File: src/rtl/rtc_timebase.sv
// Local BCD calendar clock + ms counter, re-synced to the RTC on every tick; CPU snapshot readout.
// Latency: tick loads time_bcd one cycle later; rd_data is combinational. No backpressure: all inputs are strobes.
module rtc_timebase #(
    parameter int CLK_HZ    = 25000000,
    parameter int TIMEOUT_S = 3
) (
    input  logic        clk,
    input  logic        reset,
    input  logic        tick,
    input  logic [55:0] datetime,
    input  logic        rd,
    input  logic [2:0]  addr,
    output logic [7:0]  rd_data,
    output logic [55:0] time_bcd,
    output logic [9:0]  ms_count,
    output logic        sec_pulse,
    output logic        valid,
    output logic        stale
);

    localparam int PRESC_MAX = CLK_HZ / 1000 - 1;
    localparam int PW        = (PRESC_MAX > 0) ? $clog2(PRESC_MAX + 1) : 1;
    localparam logic [PW-1:0] PRESC_TC   = PW'(PRESC_MAX);
    localparam logic [7:0]    TO_MAX     = 8'(TIMEOUT_S);
    localparam logic [55:0]   RESET_TIME = 56'h00_01_01_01_00_00_00;

    logic [PW-1:0] presc;
    logic [7:0]    to_cnt;
    logic [55:0]   snap;
    logic [55:0]   next_time;
    logic [8:0]    ss_s, mi_s, hh_s, wd_s, dd_s, mm_s, yy_s;
    logic          ms_tc;

    // Returns {wrap, value}; anything at or beyond the field maximum wraps to its minimum.
    function automatic logic [8:0] bcd_step(input logic [7:0] v, input logic [7:0] hi,
                                            input logic [7:0] lo);
        if (v >= hi)
            return {1'b1, lo};
        if (v[3:0] >= 4'd9)
            return {1'b0, v[7:4] + 4'd1, 4'd0};
        return {1'b0, v[7:4], v[3:0] + 4'd1};
    endfunction

    function automatic logic [7:0] month_last(input logic [7:0] mm, input logic [7:0] yy);
        logic leap;
        leap = (!yy[4] && (yy[3:0] == 4'd0 || yy[3:0] == 4'd4 || yy[3:0] == 4'd8)) ||
               ( yy[4] && (yy[3:0] == 4'd2 || yy[3:0] == 4'd6));
        case (mm)
            8'h02:                      return leap ? 8'h29 : 8'h28;
            8'h04, 8'h06, 8'h09, 8'h11: return 8'h30;
            default:                    return 8'h31;
        endcase
    endfunction

    always_comb begin
        ss_s = bcd_step(time_bcd[7:0],   8'h59, 8'h00);
        mi_s = bcd_step(time_bcd[15:8],  8'h59, 8'h00);
        hh_s = bcd_step(time_bcd[23:16], 8'h23, 8'h00);
        wd_s = bcd_step(time_bcd[31:24], 8'h07, 8'h01);
        dd_s = bcd_step(time_bcd[39:32], month_last(time_bcd[47:40], time_bcd[55:48]), 8'h01);
        mm_s = bcd_step(time_bcd[47:40], 8'h12, 8'h01);
        yy_s = bcd_step(time_bcd[55:48], 8'h99, 8'h00);

        next_time       = time_bcd;
        next_time[7:0]  = ss_s[7:0];
        if (ss_s[8]) begin
            next_time[15:8] = mi_s[7:0];
            if (mi_s[8]) begin
                next_time[23:16] = hh_s[7:0];
                if (hh_s[8]) begin
                    next_time[31:24] = wd_s[7:0];
                    next_time[39:32] = dd_s[7:0];
                    if (dd_s[8]) begin
                        next_time[47:40] = mm_s[7:0];
                        if (mm_s[8])
                            next_time[55:48] = yy_s[7:0];
                    end
                end
            end
        end
    end

    assign ms_tc = (presc == PRESC_TC);

    always_ff @(posedge clk or negedge reset) begin
        if (!reset) begin
            presc     <= '0;
            ms_count  <= '0;
            time_bcd  <= RESET_TIME;
            sec_pulse <= 1'b0;
            valid     <= 1'b0;
            stale     <= 1'b0;
            to_cnt    <= '0;
        end else begin
            sec_pulse <= 1'b0;
            // A tick overrides a coincident local rollover: load only.
            if (tick) begin
                presc     <= '0;
                ms_count  <= '0;
                time_bcd  <= datetime;
                sec_pulse <= 1'b1;
                valid     <= 1'b1;
                stale     <= 1'b0;
                to_cnt    <= '0;
            end else if (ms_tc) begin
                presc <= '0;
                if (ms_count == 10'd999) begin
                    ms_count  <= '0;
                    time_bcd  <= next_time;
                    sec_pulse <= 1'b1;
                    if (valid && to_cnt != TO_MAX) begin
                        to_cnt <= to_cnt + 8'd1;
                        if (to_cnt + 8'd1 == TO_MAX)
                            stale <= 1'b1;
                    end
                end else begin
                    ms_count <= ms_count + 10'd1;
                end
            end else begin
                presc <= presc + PW'(1);
            end
        end
    end

    always_ff @(posedge clk or negedge reset) begin
        if (!reset)
            snap <= RESET_TIME;
        else if (rd && addr == 3'd0)
            snap <= time_bcd;
    end

    always_comb begin
        case (addr)
            3'd0:    rd_data = snap[7:0];
            3'd1:    rd_data = snap[15:8];
            3'd2:    rd_data = snap[23:16];
            3'd3:    rd_data = snap[31:24];
            3'd4:    rd_data = snap[39:32];
            3'd5:    rd_data = snap[47:40];
            3'd6:    rd_data = snap[55:48];
            default: rd_data = {valid, stale, 6'b0};
        endcase
    end

endmodule

File: config.mk
export PLATFORM = sky130hd
export DESIGN_NAME = rtc_timebase
export DESIGN_NICKNAME = d
export VERILOG_FILES = /design/src/rtl/rtc_timebase.sv
export SDC_FILE = /design/constraint.sdc
export NUM_CORES = 1
export LEC_CHECK = 0
export ABC_AREA = 1
export ABC_CLOCK_PERIOD_IN_PS = 3200
export CAP_MARGIN = 0
export CORE_MARGIN = 1
export CORE_UTILIZATION = 50
export CTS_CLUSTER_DIAMETER = 200
export DETAILED_ROUTE_END_ITERATION = 8
export PLACE_DENSITY = 0.81
export REMOVE_ABC_BUFFERS = 1
export SLEW_MARGIN = 20
export SYNTH_ARGS = -nofsm -noshare
export SYNTH_HDL_FRONTEND = slang
export SYNTH_SLANG_ARGS = --single-unit
File: constraint.sdc
create_clock -name clk -period 3.2 [get_ports clk]
set_input_delay 0.32 -clock clk [delete_from_list [all_inputs] [get_ports clk]]
set_output_delay 0.32 -clock clk [all_outputs]
set_load 0.005 [all_outputs]
# After elaboration in Yosys (flattened, before gate mapping)
# Cells that the tools add are included.
[op_classes] addsub=17 order_cmp=14 eq_ne=19 mux=77 reduce_logical=43
[op_table] cell="9-bit two-way mux" count=20
[op_table] cell="56-bit two-way mux" count=3
[op_table] cell="8-bit two-way mux" count=13
[op_table] cell="4-bit by 1-bit adder with 4-bit output (second input constant)" count=14
[op_table] cell="8-bit one-hot mux with 7 select lines" count=1
[op_table] cell="48-bit two-way mux" count=1
[op_table] cell="40-bit two-way mux" count=1
[op_table] cell="32-bit two-way mux" count=1
[op_table] cell="1-bit two-way mux" count=30
[op_table] cell="10-bit two-way mux" count=3
[op_table] cell="15-bit two-way mux" count=2
[op_table] cell="4-bit greater-or-equal comparator (second input constant)" count=7
[op_table] cell="3-bit nonzero test" count=7
[op_table] cell="6-bit AND reduction" count=3
[op_table] cell="2-bit nonzero test" count=9
[op_table] cell="8-bit by 2-bit equality test with 1-bit output (second input constant)" count=2
[op_table] cell="8-bit by 3-bit equality test with 1-bit output (second input constant)" count=2
[op_table] cell="8-bit by 7-bit greater-or-equal comparator with 1-bit output (second input constant)" count=2
[op_table] cell="16-bit two-way mux" count=1
[op_table] cell="15-bit by 1-bit adder with 15-bit output (second input constant)" count=1
[op_table] cell="15-bit equality test (second input constant)" count=1
[op_table] cell="7-bit AND reduction" count=2
[op_table] cell="4-bit AND reduction" count=3
[op_table] cell="10-bit by 1-bit adder with 10-bit output (second input constant)" count=1
[op_table] cell="27 further kinds" count=40
[word_totals] reg_bits=148 in_bits=63 out_inout_bits=77 wordCells=190

# Logic depth before layout (Yosys ltp)
# Gate-level depths: netlist of run 1.
[depth] depth_word=19 mapped_depth=17 depth_no_buf=17

# Worst setup path after synthesis of run 1
# OpenSTA, ideal clock, no wires.
[synth_path] path_type="flip-flop to flip-flop" start="reg time_bcd[40]" end="reg time_bcd[35]" setup_time_ns=0.065 arrival_ns=2.457 t_required_ns=3.135 setup_slack_ns=0.678 stages_incl_launch_ff=17 path_buffers=0 period_less_slack_ns=2.522 path_cell_list="dfstp_2 > inv_1 > ha_1 > o21ai_0 > o21ai_0 > a32o_1 > a21oi_1 > ha_1 > nand2_1 > nor2_1 > nor2_1 > nand2_1 > nand2_2 > nand2_1 > o21ai_0 > nand2_1 > nand2_1"
[synth_between] elab_chain_cells=12 elab_cells_between_ends=16 classes_between="order compare (1); eq/ne (5); mux (9); reduce/logical (1)"
[synth_lines] element="start, declared" line_no="14" rtl="output logic [55:0] time_bcd,"
[synth_lines] element="start signal, assigned" line_no="100" rtl="time_bcd <= datetime;"
[synth_lines] element="start signal, assigned" line_no="109" rtl="time_bcd <= next_time;"
[synth_lines] element="8-bit by 3-bit equality test with 1-bit output (tied with other cells)" line_no="48" rtl="case (mm)"
[synth_lines] element="4-bit OR reduction" line_no="48"
[synth_lines] element="5-bit one-hot mux with 2 select lines (*)" line_no="48"
[synth_lines] element="8-bit greater-or-equal comparator (*)" line_no="37" rtl="if (v >= hi)"
[synth_lines] element="1-bit two-way mux (*)" line_no="37"
[synth_lines] element="9-bit two-way mux (*)" line_no="39" rtl="if (v[3:0] >= 4'd9)"
[synth_lines] element="32-bit two-way mux (*)" line_no="70" rtl="if (hh_s[8]) begin"
[synth_lines] element="40-bit two-way mux (*)" line_no="68" rtl="if (mi_s[8]) begin"
[synth_lines] element="48-bit two-way mux (*)" line_no="66" rtl="if (ss_s[8]) begin"
[synth_lines] element="56-bit two-way mux (*)" line_no="107" rtl="if (ms_count == 10'd999) begin"
[synth_lines] element="56-bit two-way mux (*)" line_no="105" rtl="end else if (ms_tc) begin"
[synth_lines] element="56-bit two-way mux (*)" line_no="97" rtl="if (tick) begin"
# Mark *: on every way between the ends. The rest lies on a longest branch, timed or not. The select of a mux whose other input is x is not followed.
# A chain may end at the register's enable or synchronous reset.

# Worst setup path after layout of run 1
[layout_path] start="reg time_bcd[40]" end="reg time_bcd[34]"
# The elaborated chain is that of the path after synthesis.

==> results of run 1 <==
## Yosys cell counts (3+ instances only)
| library cell | count |
|---|---|
| inv_1 | 123 |
| buf_1 | 4 |
| dfstp_2 | 6 |
| buf_6 | 3 |
| nor3_1 | 11 |
| o21ai_1 | 11 |
| clkbuf_1 | 7 |
| a31oi_1 | 4 |
| o22ai_1 | 6 |
| a211oi_1 | 4 |
| buf_2 | 15 |
| o21ai_0 | 112 |
| nand3_1 | 75 |
| nand2_2 | 9 |
| inv_2 | 6 |
| ha_1 | 47 |
| a21oi_1 | 36 |
| xor2_1 | 12 |
| mux2_1 | 3 |
| a22oi_1 | 5 |
| nand2_1 | 321 |
| nor2_4 | 4 |
| nand2_4 | 3 |
| mux2_2 | 3 |
| xnor2_1 | 9 |
| dfrtp_1 | 142 |
| nand4_1 | 16 |
| nor2_1 | 81 |
| nand3_2 | 4 |
## sequential cells by signal, indices dropped and copies added (netlist names)
signal,flops
presc,15
ms_count,10
valid,1
to_cnt,8
snap,56
sec_pulse,1
stale,1
time_bcd,56
## cell families after synthesis
family | count (synthesis) | synth area share
AO/OA/AOI/OAI | 192 | 0.122
multiplexers | 6 | 0.00792
AND/OR/NAND/NOR | 530 | 0.268
XOR/XNOR | 21 | 0.0216
flip-flops | 148 | 0.435
buffers and inverters | 159 | 0.0767
adder cells (fa/ha/maj) | 47 | 0.0689
## critical path: stages (launching register included)
cell and delay (ps):
dfstp_2 600, inv_1 110, ha_1 240, o21ai_0 190, o21ai_0 140, a32o_1 270, a21oi_1 160, ha_1 260
nand2_1 70, nor2_1 40, nor2_1 100, nand2_1 110, nand2_2 170, nand2_2 140, o21ai_0 180, nand2_1 70
nand2_1 60
## cell usage in the layout, fill, tap and decap left out, drive strengths merged, types with 2 or more instances in the layout
master         synthesis  layout
nand2                333     333
dfrtp                142     142
clkdlybuf4s50          0     137
inv                  129     129
o21ai                123     123
nor2                  87      87
nand3                 81      81
ha                    47      47
a21oi                 36      36
clkbuf                 7      22
nand4                 17      17
xor2                  12      12
nor3                  12      12
buf                   23      10
xnor2                  9       9
o22ai                  6       6
dfstp                  6       6
mux2                   6       6
a22oi                  5       5
a31oi                  4       4
a211oi                 4       4
clkinv                 0       4
bufinv                 0       4
o2111ai                2       2
o21a                   2       2
o211ai                 2       2
a221oi                 2       2
o31ai                  2       2
clkinvlp               0       2
## through the flow
| step | area [um2] | util | std cells | hold WS (ps) |
|---|---|---|---|---|
| final | 10700 | 0.644 | 1473 | 268 |
| after CTS | 10700 | 0.644 | 1473 | 269 |
| after floorplan | 8360 | - | 1073 | 24.4 |
| after detailed placement | 10100 | 0.607 | 1440 | 429 |
| after global routing | 10700 | 0.644 | 1473 | 287 |
| after global placement | 10100 | 0.607 | 1440 | 425 |
## where the power goes
group	leakage [uW]	total, uW	internal (uW)	switching (uW)
logic	0.00287	2000	940	1060
clock network	0.000294	2100	1320	784
registers	0.00191	2770	2290	478
## worst min-delay path by stage
| stage | from | end | slack (ps) | depth (start not counted) |
|---|---|---|---|---|
| after global placement | reset | time_bcd[51] | 430 | 1 |
| final | tick | valid | 270 | 3 |
| after global routing | tick | valid | 290 | 3 |
| after CTS | tick | valid | 270 | 3 |
| after floorplan | reset | ms_count[0] | 20 | 0 |
| after detailed placement | reset | time_bcd[51] | 430 | 1 |
## layout make-up
class | instances | area (um2) | area share
inverter | 129 | 484 | 0.0452
sequential | 148 | 3710 | 0.346
clock inverter | 10 | 155 | 0.0145
tap | 220 | 275 | 0.0257
clock buffer | 22 | 454 | 0.0424
multi-input combinational | 796 | 4170 | 0.389
timing repair buffer | 148 | 1470 | 0.137
## repair_timing
action,in CTS,in global routing
endpoints found under the setup margin,0,2
gates resized for setup,0,1
hold endpoints to repair,58,0
hold buffers,1,0
## metal layers
layer	track usage	share of wire	vias to the layer above
met5	0	0	-
met4	0.114	0.030	0
met3	0.0674	0.065	55
met2	0.430	0.48	286
met1	0.326	0.43	3794
li1	-	-	3851
==> qor.csv, run 1 <==
metric,value,unit
Final Skew,8.25,ps
final WL,22.4,mm
startpoint types,flop,
number of synthesized flops with an enable pin,0,
worst r2r src,time_bcd[40],
"Clk pin slew, worst setup/hold paths",60,ps
Pins Over Slew Limit,0,
final worst slack,239,ps
reg2reg end,time_bcd[34],
period utilisation layout,0.925,
layout net count,1350,
Worst-Margin Slew,776,ps
Inserted Clock Buffers,17,
drt wl/cell,15.2,um
gpl congestion,0.916,
synth top area cells,"dfrtp_1 42%, nand2_1 14%, ha_1 6.9%",
fmax,338,MHz
full die area,17600,um2
Reg2Reg Depth,16,
sequential area share after synthesis,0.435,
Max Cap Viol,0,
Pwr Total,6870,uW
RSZ-0062 raised after global routing,false,
FF-to-FF setup slack,240,ps
Die Wd,133,um
CTS Buffer Depth,2,
pin count of the biggest net entering global routing,83,
status,completed,
post-synth top area cell,dfrtp_1,
power density over the cells,641,nW/um2
setup TNS,0,ps
share of layout cells above drive strength 1,0.0638,
Mapped Area,8530,um2
Hold Path Class,in2reg,
clk_lat worst skew,430,ps
maximum vdd drop,0.000456,V
Crit path required time,3570,ps
Fillers,1366,
Residual DRC,0,
Initial DRC Count,680,
fraction of registers with async set/reset,1.00,
Crit Path Category,reg2reg,
Critical Path AT,3340,ps
endpoints failing setup,0,
Setup crit start,time_bcd[40],
cell count after synthesis,1103,
vias,7986,
Yosys reg bits,148,
Congestion Overflow GR,0,
vias in the first global route,7508,
TritonCTS clock tree,done,
port bufs,139,
antenna violations before repair,0,
H-tree levels,4,
hpwl dp,16.0,mm
die height,133,um
number of diodes,0,
Main synth FF type,dfrtp_1,
Critical Path Sink Type,flop,
TritonCTS Sinks,148,
Worst slew margin,0.483,
dpl ws,300,ps
area fraction of the dominant cell type after synthesis,0.416,
first-pass GRT wire length,36.3,mm
num ports,140,
total leakage power,0.00507,uW
area grow syn2layout,25.6,%
worst-path fanout max,7,
Final Hold Viols,0,
syn_area_per_cell,7.74,um2
postcts setup bufs,0,
Starting Density,0.513,
vias per std cell,5.42,
Synth warnings,0,
drt pass-1 iters,6,
Cell Rows,47,
Synth cell types,43,
GRT Overall Usage,0.262,
post-layout min period,2960,ps
CTS root buf,clkbuf_16,
Critical path destination,time_bcd[34],
core area,16600,um2
ANT nets after route,0,
Power figures use the tool's default switching activity.
==> run 2, diff against run 1 <==
--- a/config.mk
+++ b/config.mk
@@ -7,7 +7,6 @@
 export LEC_CHECK = 0
 export ABC_AREA = 1
 export ABC_CLOCK_PERIOD_IN_PS = 3200
-export CAP_MARGIN = 0
 export CORE_MARGIN = 1
 export CORE_UTILIZATION = 50
 export CTS_CLUSTER_DIAMETER = 200
==> constraint.sdc (replaced) <==
create_clock -name clk -period 3.2 [get_ports clk]
set_input_delay 0.8 -clock clk [delete_from_list [all_inputs] [get_ports clk]]
set_output_delay 0.8 -clock clk [all_outputs]
set_load 0.005 [all_outputs]
==> run 2 against run 1 <==
Core utilization is 0.77 points higher; sequential share of layout area is 0.41 points lower; maximum frequency is 1.2% lower; clock skew is 2.3 ps lower; largest power group unchanged; highest routed layer unchanged.
==> qor.csv, run 2 (same netlist as run 1, synthesis figures left out) <==
metric,value,unit,change
num ports,140,,unchanged
gpl congestion,0.886,,was 0.916
final WL,22.4,mm,about the same
hold buffers post-CTS,0,,was 1
Pwr Total,6910,uW,was 6870 uW
crit path cell chain,buf_2 > inv_1 > nand3_1 > inv_2 > nand2_1 > o21ai_1 > a211oi_2 > nand3_1 > clkdlybuf4s50_1,,was inv_1 > ha_1 > o21ai_0 > o21ai_0 > a32o_1 > a21oi_1 > ha_1 > nand2_1 > nor2_1 > nor2_1 > nand2_1 > nand2_2 > nand2_2 > o21ai_0 > nand2_1 > nand2_1
layout net count,1357,,was 1350
ANT nets after route,0,,unchanged
Starting Density,0.513,,unchanged
full die area,17600,um2,unchanged
clk_lat worst skew,420,ps,was 430 ps
pin count of the biggest net entering global routing,58,,was 83
hpwl dp,16.1,mm,was 16.0 mm
port bufs,139,,unchanged
Hold Path Class,in2async,,was in2reg
Crit path required time,2400,ps,was 3570 ps
TritonCTS Sinks,148,,unchanged
Crit Path Category,in2out,,was reg2reg
CP max stage delay,520,ps,was 600 ps
dpl ws,-313,ps,was 300 ps
vias per std cell,5.35,,was 5.42
status,completed,,unchanged
Slowest cell on crit path,clkdlybuf4s50_1,,was dfstp_2
antenna violations before repair,0,,unchanged
Top Family by Delay on Critical Path,buffers and inverters,,was compound AO/OA/AOI/OAI gates
setup TNS,0,ps,unchanged
CP Buf/Inv Count,4,,was 1
drt pass-1 iters,5,,was 6
number of diodes,0,,unchanged
drt wl/cell,15.1,um,was 15.2 um
CTS Buffer Depth,2,,unchanged
Reg2Reg Depth,16,,unchanged
GRT Overall Usage,0.265,,was 0.262
most frequent CP cell,nand3_1,,was nand2_1
vias in the first global route,7476,,was 7508
Final Hold Viols,0,,unchanged
fin cells,1480,,was 1473
power density over the cells,637,nW/um2,was 641 nW/um2
fmax,334,MHz,was 338 MHz
"most common cell after layout, fill and taps aside",nand2_1,,unchanged
area grow syn2layout,27.1,%,was 25.6%
Initial DRC Count,703,,was 680
Pins Over Slew Limit,0,,unchanged
startpoint types,input port,,was flop
stages on the worst setup path,9,,was 16
CTS root buf,clkbuf_16,,unchanged
core area,16600,um2,unchanged
final worst slack,202,ps,was 239 ps
Critical Path Sink Type,output port,,was flop
most frequent cells in the layout,"321 x nand2_1, 142 x dfrtp_1, 133 x clkdlybuf4s50_1, 118 x inv_1, 108 x o21ai_0",,"was 320 x nand2_1, 142 x dfrtp_1, 137 x clkdlybuf4s50_1, 123 x inv_1, 112 x o21ai_0"
period utilisation layout,0.937,,was 0.925
share of layout cells above drive strength 1,0.0817,,was 0.0638
Final Skew,5.97,ps,was 8.25 ps
Residual DRC,0,,unchanged
vias,7912,,was 7986
placed cell count,1448,,was 1440
Congestion Overflow GR,0,,unchanged
Inserted Clock Buffers,17,,unchanged
RSZ-0062 raised after global routing,false,,unchanged
H-tree levels,4,,unchanged
post-layout min period,3000,ps,was 2960 ps
worst-path fanout max,8,,was 7
biggest regs,"snap x56, time_bcd x56, presc x15",,unchanged
Max Cap Viol,0,,unchanged
TritonCTS clock tree,done,,unchanged
endpoints failing setup,0,,unchanged
Worst slew margin,0.595,,was 0.483
total leakage power,0.00514,uW,was 0.00507 uW
maximum vdd drop,0.000442,V,was 0.000456 V
final hold slack,345,ps,was 268 ps
"Clk pin slew, worst setup/hold paths",60,ps,about the same
Die Wd,133,um,unchanged
Critical Path AT,2200,ps,was 3340 ps
first-pass GRT wire length,36.9,mm,was 36.3 mm
Cell Rows,47,,unchanged
die height,133,um,unchanged
Worst-Margin Slew,608,ps,was 776 ps
## run 2: changes by cell type in the layout (fill, tap and decap cells not counted), sizes merged
cell / before / now
buf: 10 / 19
clkinv: 4 / 3
clkdlybuf4s50: 137 / 133
dlygate4sd3: 1 / 0
dlymetal6s2s: 0 / 1
clkbuf: 22 / 25
## run 2: metrics by stage
stage | util | cell area, um2
6_report | 0.652 | 10900
5_1_grt | 0.652 | 10900
4_1_cts | 0.651 | 10800
3_5_place_dp | 0.612 | 10200
3_3_place_gp | 0.612 | 10200
2_1_floorplan | - | 8360
## run 2: area by class of cell
| class | count | area, um2 |
|---|---|---|
| fill | 1360 | 5790 |
| multi-input combinational | 796 | 4220 |
| sequential | 148 | 3710 |
| timing repair buffer | 155 | 1530 |
| inverter | 129 | 484 |
| clock buffer | 23 | 478 |
| tap | 220 | 275 |
| clock inverter | 9 | 150 |
## run 2: worst register-to-register path, delay by kind of cell, from the launching register on
kind                     cells  cell delay (ps)
AO/OA/AOI/OAI                5              890
adder cells (fa/ha/maj)      2              480
buffers and inverters        1              110
flip-flops                   1              600
AND/OR/NAND/NOR              8              790
## run 2: metal layers
layer	share of wire	wire (um)	global-route usage
met5	0	0	0
met4	0.014	307	0.0722
met3	0.061	1370	0.0552
met2	0.49	11000	0.446
met1	0.43	9710	0.347
## run 2: report_power, final
part | leakage, uW | total, uW | switching [uW] | internal (uW)
logic | 0.00294 | 2030 | 1080 | 952
clock network | 0.000303 | 2110 | 751 | 1360
registers | 0.00191 | 2760 | 471 | 2290
total | 0.00514 | 6910 | 2300 | 4610
## run 2: worst paths after layout
check | start | to | slack, ps
min reg2reg | presc[0] | presc[0] | 480
min in group clk | presc[0] | presc[0] | 480
min | reset | time_bcd[52] | 350
max | addr[1] | rd_data[4] | 200
max in group asynchronous | reset | snap[24] | 2150
max reg2reg | time_bcd[40] | time_bcd[35] | 270
## run 2: repair_timing
action                                  4_1_cts  5_1_grt
pin swaps                                     0        2
hold endpoints to repair                      0        0
cloned                                        0        0
endpoints found under the setup margin        8       14
gates resized for setup                      12       18
buffers inserted                              0        0
==> run 3, diff against run 2 <==
--- a/config.mk
+++ b/config.mk
@@ -9,7 +9,8 @@
 export ABC_CLOCK_PERIOD_IN_PS = 3200
 export CORE_MARGIN = 1
 export CORE_UTILIZATION = 50
-export CTS_CLUSTER_DIAMETER = 200
+export CTS_CLUSTER_DIAMETER = 30
+export CTS_CLUSTER_SIZE = 28
 export DETAILED_ROUTE_END_ITERATION = 8
 export PLACE_DENSITY = 0.81
 export REMOVE_ABC_BUFFERS = 1
==> results of run 3 <==
No change in the layout: final DEF, timing and power equal those of run 2.
==> variant (config.mk and constraints of run 1) <==
Set the parameter `CLK_HZ` to 50000000 (it was 25000000).
--- a/src/rtl/rtc_timebase.sv
+++ b/src/rtl/rtc_timebase.sv
@@ -1,7 +1,7 @@
 // Local BCD calendar clock + ms counter, re-synced to the RTC on every tick; CPU snapshot readout.
 // Latency: tick loads time_bcd one cycle later; rd_data is combinational. No backpressure: all inputs are strobes.
 module rtc_timebase #(
-    parameter int CLK_HZ    = 25000000,
+    parameter int CLK_HZ    = 50000000,
     parameter int TIMEOUT_S = 3
 ) (
     input  logic        clk,
Behaviour: no difference found for any inputs over 4 cycles, from zero or initial values and one cycle with reset low; that may be too few to reach the edited logic, so the function may still have changed.
==> variant against run 1 <==
Setup slack better by 100 ps. Sequential cell count up 1. Non-clock buffer count shrank 1. Cell count increased by 1.2%. Sequential power is 2% higher. Global-route usage is 0.67 points higher. Wire length is 2.4% higher. Clock power fell by 2%. Power grew 2.4%. Final area up 0.84%. Synthesized area increased by 0.76%. Critical path type unchanged. Critical endpoint is now time_bcd[47]$_DFFE_PN0P_. Largest cell class unchanged.
==> variant: results (changes against run 1) <==
crit_type: "flip-flop to flip-flop"  # unchanged
min-delay-start: "tick"  # unchanged
ys_seq_elements: 149  # was 148
drtPass1Iterations: 7  # was 6
top_regs: "snap: 56 flops, time_bcd: 56 flops, presc: 16 flops"  # was snap: 56 flops, time_bcd: 56 flops, presc: 15 flops
use_met1_pct: 35.4  # was 32.6%
finalNonFillerCells: 1491  # was 1,473
critPathCapture: "time_bcd[47]$_DFFE_PN0P_"  # was time_bcd[34]$_DFFE_PN0P_
hp-class: "input port to flip-flop"  # unchanged
crit_family: "simple AND/OR/NAND/NOR gates"  # was compound AO/OA/AOI/OAI gates
via_count: 7972  # was 7,986
status: "complete, no violations"  # unchanged
multi_input_area_share_pct: 38.7  # was 38.9%
switching_power_mw: 2.40  # was 2.32 mW
grt_pass1_wl_um: 37100  # was 36,300 um
first_global_vias: 7455  # was 7,508
relSlewSlack_pct: 64.4  # was 48.3%
power_frac_comb_pct: 30.5  # was 29.1%
fin_skew_ps: 10.4  # was 8.25 ps
worstPathArrival_ps: 3190  # was 3340 ps
sh_seq_area_pct: 34.6  # about the same
dpl.hpwl_um: 16800  # was 16,000 um
layout.filler_cells: 1446  # was 1,366
nonClockBufferCount: 147  # was 148
multi_input_cells: 801  # was 796
grt_start_max_net_pins: 99  # was 83
drive_above_1_share_pct: 5.98  # was 6.38%
clock_buffers: 22  # unchanged
slowest_delay_ps: 590
clock_cell_area_share_pct: 5.64  # was 5.68%
syn_avg_cell_area_um2: 7.66  # was 7.74 um^2
grt_util_met3_pct: 5.75  # was 6.74%
wirelength_um: 23000  # was 22,400 um
final-nonclk-buf-share_pct: 13.6  # was 13.7%
p_total_mw: 7.04  # was 6.87 mW
netlist_top_cells_count: "324 x nand2_1, 143 x dfrtp_1, 140 x inv_1"  # was 321 x nand2_1, 142 x dfrtp_1, 123 x inv_1
irDropWorstVdd_v: 0.000455  # was 0.000456 V
crit_path_top_delay_cell: "dfstp_2"  # unchanged
clkLatencyLatePin_ps: 430  # about the same
yosysUniqueCellTypes: 41  # was 43
r2r-start: "time_bcd[40]$_DFFE_PN1P_"  # unchanged
grt_usage_pct: 26.8  # was 26.2%
finalWeightedCongestion: 0.959  # was 0.916
synthAdderAreaFrac_pct: 6.84  # was 6.89%
cts_setup_buffers: 0  # unchanged
num-nonclk-inverters: 143  # was 129
r2r_setup_slack_ps: 340  # was 240 ps
final_nets: 1369  # was 1,350
pg_seq_mw: 2.83  # was 2.77 mW
antenna_found_initial: 0  # unchanged
synthTopCellsByArea: "dfrtp_1 42%, nand2_1 14%, ha_1 6.8%"  # was dfrtp_1 42%, nand2_1 14%, ha_1 6.9%
synth-compound-area-share_pct: 11.4  # was 12.2%
synth-seq-area-share_pct: 43.4  # was 43.5%
drtIter0Drc: 578  # was 680
grtUsageMet2_pct: 42.7  # was 43.0%
clkTransAtPathRegs_ps: 60  # about the same
p_leak_nw: 5.11  # was 5.07 nW
synth-xor-area-share_pct: 2.75  # was 2.16%
synth.mux.area_fraction_pct: 0.917  # was 0.792%
variant: worst min-delay path by stage:
stage	slack (ps)	depth (start not counted)	endpoint
6_report	320	4	to_cnt[2]$_DFFE_PN0P_
5_1_grt	340	4	to_cnt[2]$_DFFE_PN0P_
4_1_cts	320	4	to_cnt[2]$_DFFE_PN0P_
3_5_place_dp	290	1	ms_count[2]$_DFFE_PN0N_
3_3_place_gp	300	1	ms_count[2]$_DFFE_PN0N_
2_1_floorplan	20	0	ms_count[0]$_DFFE_PN0N_
variant: metrics by stage:
stage          instance area, um^2  worst slack, ps
2_1_floorplan                 8450              561
3_3_place_gp                 10200              516
3_5_place_dp                 10200              410
4_1_cts                      10800              351
5_1_grt                      10800             67.8
6_report                     10800              339
variant: timing repair:
action                                 CTS  global route
hold buffers                             1             0
resized for setup                        0             0
endpoints found under the hold margin   48             0
variant: per-layer routing:
metal | routed length [um] | share of wire, %
met2 | 10700 | 46
met4 | 633 | 2.8
met5 | 0 | 0
met1 | 10200 | 44
met3 | 1460 | 6.3
